==> config.mk <==
export PLATFORM = sky130hd
export DESIGN_NAME = mem_access_stage
export DESIGN_NICKNAME = d
export VERILOG_FILES = /design/src/rtl/mem_access_stage.sv
export SDC_FILE = /design/constraint.sdc
export NUM_CORES = 1
export LEC_CHECK = 0
export BUFFER_PORTS_ARGS = -buffer_cell sky130_fd_sc_hd__buf_2
export CAP_MARGIN = 20
export CORE_MARGIN = 8
export CORE_UTILIZATION = 40
export CTS_CLUSTER_SIZE = 40
export DETAILED_ROUTE_END_ITERATION = 8
export PLACE_DENSITY = 0.77
export SLEW_MARGIN = 10
export SYNTH_ARGS = -nofsm -noshare
export SYNTH_HDL_FRONTEND = slang
export SYNTH_SLANG_ARGS = --single-unit
==> constraint.sdc <==
create_clock -name clk -period 2.65 [get_ports clk]
set_clock_uncertainty 0.2 [all_clocks]
set_input_delay 0.53 -clock clk [delete_from_list [all_inputs] [get_ports clk]]
set_output_delay 0.53 -clock clk [all_outputs]
set_load 0.005 [all_outputs]
==> src/rtl/mem_access_stage.sv <==
// MEM stage plus MEM/WB register: drives a req/ack data-memory port, stalls upstream while an
// access is outstanding and registers the write-back value. MEM_TIMEOUT_EN adds an access timeout.
`ifndef DSIZE
`define DSIZE 32
`endif
`ifndef ASIZE
`define ASIZE 5
`endif
`ifndef ISIZE
`define ISIZE 32
`endif

module mem_access_stage #(
  parameter int TIMEOUT_CYCLES = 255,
  parameter int CNT_W          = 32
) (
  input  logic              clk,
  input  logic              rst,
  input  logic [`DSIZE-1:0] aluout_in,
  input  logic [`DSIZE-1:0] rdata2_in,
  input  logic [`ASIZE-1:0] waddr_in,
  input  logic              memread_in,
  input  logic              memwrite_in,
  input  logic              memtoreg_in,
  input  logic              wen_in,
  input  logic              jal_in,
  input  logic [`ISIZE-1:0] nPC_in,
  output logic              dmem_req,
  output logic              dmem_we,
  output logic [`DSIZE-1:0] dmem_addr,
  output logic [`DSIZE-1:0] dmem_wdata,
  input  logic              dmem_ack,
  input  logic [`DSIZE-1:0] dmem_rdata,
  output logic              stall,
  output logic [`DSIZE-1:0] wb_data_out,
  output logic [`ASIZE-1:0] waddr_out,
  output logic              wen_out,
  output logic              mem_err,
  output logic [CNT_W-1:0]  stall_cnt
);

  localparam int DW = `DSIZE;

  typedef enum logic {S_IDLE, S_WAIT} state_t;

  state_t          state;
  logic            mem_op;
  logic            timeout;
  logic            advance;
  logic [DW-1:0]   npc_ext;
  logic [DW-1:0]   wb_next;

  assign mem_op     = memread_in | memwrite_in;
  assign dmem_we    = memwrite_in;
  assign dmem_addr  = aluout_in;
  assign dmem_wdata = rdata2_in;
  assign npc_ext    = DW'(nPC_in);

`ifdef MEM_TIMEOUT_EN
  localparam int TW = $clog2(TIMEOUT_CYCLES + 1);
  logic [TW-1:0] tmo_cnt;

  // An ack on the timeout cycle wins, so the timeout only fires without one.
  assign timeout = (state == S_WAIT) && (tmo_cnt == TW'(TIMEOUT_CYCLES)) && !dmem_ack;

  always_ff @(posedge clk or negedge rst) begin
    if (!rst) begin
      tmo_cnt <= '0;
      mem_err <= 1'b0;
    end else begin
      if (state == S_IDLE) tmo_cnt <= '0;
      else                 tmo_cnt <= tmo_cnt + TW'(1);
      if (timeout) mem_err <= 1'b1;
    end
  end
`else
  logic unused_timeout_cfg;
  assign unused_timeout_cfg = |TIMEOUT_CYCLES;
  assign timeout = 1'b0;
  assign mem_err = 1'b0;
`endif

  // Request is withdrawn at once while reset is asserted.
  always_comb begin
    dmem_req = 1'b0;
    if (rst) begin
      case (state)
        S_IDLE:  dmem_req = mem_op;
        S_WAIT:  dmem_req = !timeout;
        default: dmem_req = 1'b0;
      endcase
    end
  end

  assign stall   = dmem_req & ~dmem_ack;
  assign advance = dmem_req ? dmem_ack : (state == S_IDLE);
  assign wb_next = jal_in ? npc_ext :
                   (memtoreg_in & memread_in) ? dmem_rdata : aluout_in;

  always_ff @(posedge clk or negedge rst) begin
    if (!rst) begin
      state <= S_IDLE;
    end else begin
      case (state)
        S_IDLE:  if (stall) state <= S_WAIT;
        S_WAIT:  if ((dmem_req && dmem_ack) || timeout) state <= S_IDLE;
        default: state <= S_IDLE;
      endcase
    end
  end

  // MEM/WB register: loads on completion, otherwise a bubble with data held.
  always_ff @(posedge clk or negedge rst) begin
    if (!rst) begin
      wb_data_out <= '0;
      waddr_out   <= '0;
      wen_out     <= 1'b0;
    end else if (advance) begin
      wb_data_out <= wb_next;
      waddr_out   <= waddr_in;
      wen_out     <= wen_in;
    end else begin
      wen_out     <= 1'b0;
    end
  end

  always_ff @(posedge clk or negedge rst) begin
    if (!rst) begin
      stall_cnt <= '0;
    end else if (stall && !(&stall_cnt)) begin
      stall_cnt <= stall_cnt + CNT_W'(1);
    end
  end

endmodule

# Yosys cells after proc, flatten, opt, wreduce, memory -nomap -nowiden
# Cells that the tools add are included.
[word_totals] regBits=71 output_inout_bits=138 elab_cells=24
[classes] add_sub_neg=1 muxes=9 bitwise=5 n_reduce_logical=4
[ops] operator="$mux 32" n=2
[ops] operator="$add 32x1->32 const B" n=1
[ops] operator="$reduce_and 32->1" n=1
[ops] operator="$mux 1" n=5
[ops] operator="$pmux 1 s2" n=2
[ops] operator="$and 1x1->1" n=2
[ops] operator="$logic_and 1x1->1" n=2
[ops] operator="$not 1->1" n=2
[ops] operator="$logic_not 1->1" n=1
[ops] operator="$or 1x1->1" n=1

# Depth between registers and ports, before layout
[depth] depth_word=6 mapped_depth=9 depth_no_buf=6

# Least setup slack after synthesis
# No wires, ideal clock.
[synth_path] kind="input port to flip-flop" start="input port memread_in" end="register stall_cnt[25]" setup_time_ps=79 arrival_time_ps=2033 required_time_ps=2371 path_slack_ps=338 stages=7 n_path_buf=2 path_cell_list="buf_4 -> o31ai_2 -> or2_0 -> buf_2 -> or4_4 -> nor4b_2 -> xor2_1"
[synth_between] elab_chain_cells=5
[synth_lines] item="start: declaration" line_no="22" text="input logic memread_in,"
[synth_lines] item="$or 1x1->1" line_no="53" text="assign mem_op = memread_in | memwrite_in;"
[synth_lines] item="$pmux 1 s2" line_no="87" text="case (state)"
[synth_lines] item="$mux 1" line_no="86" text="if (rst) begin"
[synth_lines] item="$and 1x1->1" line_no="95" text="assign stall = dmem_req & ~dmem_ack;"
[synth_lines] item="$logic_and 1x1->1" line_no="130" text="end else if (stall && !(&stall_cnt)) begin"
[synth_lines] item="end signal: assignment" line_no="131" text="stall_cnt <= stall_cnt + CNT_W'(1);"
[synth_lines] item="end: declaration" line_no="39" text="output logic [CNT_W-1:0] stall_cnt"
# No other way between the ends.
# A chain may end at the register's enable or synchronous reset.

==> metrics.md <==
| Metric | Value |
|---|---|
| Outcome | complete, no violations |
| Die Area | about 14000 um^2 |
| CTS tree | done |
| Initial core utilization | 0.410 |
| Flops & latches, synth | 71 |
| Finish-stage setup viols | 0 |
| Highest metal used | met4 |
| Critical Path Sink Type | output pin |
| Post-synth EDFFs | 0 |
| Synthesized Nets | between 600 and 700 |
| # IOs | between 200 and 300 |
| Filler instances | approximately 980 |
| Reg2Reg Depth | 5 |
| Largest net degree at the start of global routing | 72 |
| Fmax achieved | between 0.3 and 0.4 GHz |
| Worst-path clk slew | 80 ps |
| Initial antenna violation count | 0 |
| GPL Wtd Cong | 0.882 |
| Root Driver | clkbuf_8 |
| Final period utilization | 0.963 |
| DRT Pass-1 Iters | 4 |
| Starting DRT DRC Count | 200 |
| Mapped Cells | between 400 and 500 |
| Unrepaired setup endpoints after global routing | false |
| Fin nets | between 700 and 800 |
| R2R Path Start | stall_cnt[16]$_DFFE_PN0P_ |
| Cell variety after synth | 38 |
| Met3 WL post-DR | 1080 um |
| Setup TNS | 0 ps |
| Detail Placement HPWL | 10800 um |
| WL met1 | 5030 um |
| Max-cap viol count | 0 |
| Peak fanout along the critical path | 11 |
| Syn. warnings | 0 |
| Antenna viol nets, final | 0 |
| CP arrival | 1820 ps |
| Critical path type | flop to output pin |
| Cts bufs inserted | 9 |
| Fin area | around 5100 um^2 |
| Avg Cell Area, Syn | between 8 and 9 um^2 |
| Synth Cell Area | ~4200 um^2 |
| Fin Hold WS | 193 ps |
| Period minus WS final | 2550 ps |
| R2r endpoint | stall_cnt[29]$_DFFE_PN0P_ |
| Seq/Total Area, Yosys | 0.424 |
| CP startpoint kind | flop |
| Rows | 37 |
| Fraction of registers with async set or reset after synthesis | 1.00 |
| Area added between synthesis and finish | 22.6% |
| Final Hold Fails | 0 |
| Remaining DRCs | 0 |
| Area contributors post-synth | dfrtp_1 (42%), buf_4 (12%), a21oi_1 (7.8%) |
| Global-route wire length before repair | 21500 um |
| Relative slew slack | 0.417 |
| Dominant cell by count in the synthesized netlist | nand2_1 |
| Slew @ Worst Pin | roughly 900 ps |
| LEAKAGE | 2.56 nW |
| Vias post-DR | 4000 |
| R2R Setup Slk | approximately 300 ps |
| # hold bufs at CTS | 0 |
| Max IR drop VDD | between 0.0002 and 0.0003 V |
| Die X | approximately 120 um |
| Post-CTS Setup Bufs | 0 |
| Critical Path RT | 1920 ps |
| Yosys top cell area share | 0.424 |
| Resized cells post-CTS | 0 |
| Max Slew Vio Count | 0 |
| Gr usage total | 0.186 |
| Core region area | 10200 um^2 |
| Clock buffer depth | 2 |
| Area after DPL | 4930 um^2 |
| Vias per cell | 5.17 |
| Htree depth | 3 |
| I/O Buffers | about 210 |
| Synth Flop Type | dfrtp_1 |
| Wire per inst | 17.2 um |
| Routed Wire Length | ~13000 um |
| Antenna Cells | 0 |
| Total grt overflow | 0 |
| Die Span Y | 118 um |
| Share of layout cells above drive strength 1 | 0.403 |
| Pwr dens | 562 nW/um^2 |
| Met2 wire len | ~6800 um |
| CTS Sinks | a little over 70 |
| Synth area leader | dfrtp_1 |
| Synth cell count leaders | nand2_1 (78), dfrtp_1 (71), buf_4 (67) |
| Worst-Skew Late Latency | about 350 ps |
| Vias in the first global route | 4298 |
| HP Class | input pin to flop |
| Critical path capture point | stall |
==> critical path, cell delays in order, from the launching register on <==
cell and delay, ps:
dfrtp_1 390, o31ai_2 310, or2_0 330, inv_1 250, buf_2 190
==> flip-flops by register name (all words and copies together), names as in the netlist, named ones only <==
name         cells
wb_data_out     32
stall_cnt       32
waddr_out        5
wen_out          1
==> cell usage in the layout, fill, tap and decap left out, types with 12 or more instances in the layout <==
master,count
nand4_1,15
a21oi_1,65
dfrtp_1,71
buf_2,212
buf_4,14
clkbuf_8,12
o21ai_0,32
xnor2_1,24
nand2_1,78
nand3_1,44
==> through the flow <==
| step | util | setup slack [ps] | instances | total power, mW |
|---|---|---|---|---|
| global route | 0.503 | 5.42 | 773 | 3.06 |
| floorplan | - | 338 | 490 | 1.68 |
| global placement | 0.482 | 237 | 757 | 1.98 |
| finish | 0.503 | 97.2 | 773 | 2.89 |
| CTS | 0.503 | 90.5 | 773 | 2.93 |
| detailed placement | 0.482 | 193 | 757 | 2.01 |
==> worst min path at each step <==
| stage | from | to | cells past startpoint |
|---|---|---|---|
| 2_1_floorplan | rst | async pin | 0 |
| 6_report | wen_in | wen_out$_DFF_PN0_ | 3 |
| 5_1_grt | waddr_in[4] | waddr_out[4]$_DFFE_PN0P_ | 2 |
| 3_3_place_gp | wb_data_out[13]$_DFFE_PN0P_ | wb_data_out[13]$_DFFE_PN0P_ | 2 |
| 3_5_place_dp | wb_data_out[11]$_DFFE_PN0P_ | wb_data_out[11]$_DFFE_PN0P_ | 2 |
| 4_1_cts | wen_in | wen_out$_DFF_PN0_ | 3 |
==> layer usage <==
metal	vias up	global-route usage
li1	1904	-
met1	1847	0.199
met2	224	0.331
met3	25	0.0595
met4	0	0.0798
met5	-	0
==> power breakdown <==
group	internal [mW]	switching, mW
Combinational	0.308	0.361
Clock	0.514	0.400
Sequential	1.21	0.0957
Total	2.04	0.857
==> cell families after synthesis <==
logic type	after synthesis	synth area share
buffers and inverters	100	0.150
other	1	0.000894
AND/OR/NAND/NOR	179	0.214
flip-flops	71	0.424
adder cells (fa/ha/maj)	1	0.00298
AO/OA/AOI/OAI	102	0.130
multiplexers	6	0.0161
XOR/XNOR	30	0.0626
==> layout make-up <==
type / instances / area (um^2) / area share
clock buffer: 14 / 173 / 0.0336
tap: 136 / 170 / 0.0331
clock inverter: 2 / 37.5 / 0.00730
inverter: 5 / 18.8 / 0.00365
multi-input combinational: 319 / 1800 / 0.350
timing repair buffer: 226 / 1170 / 0.227
sequential: 71 / 1780 / 0.345
Power figures use the tool's default switching activity.
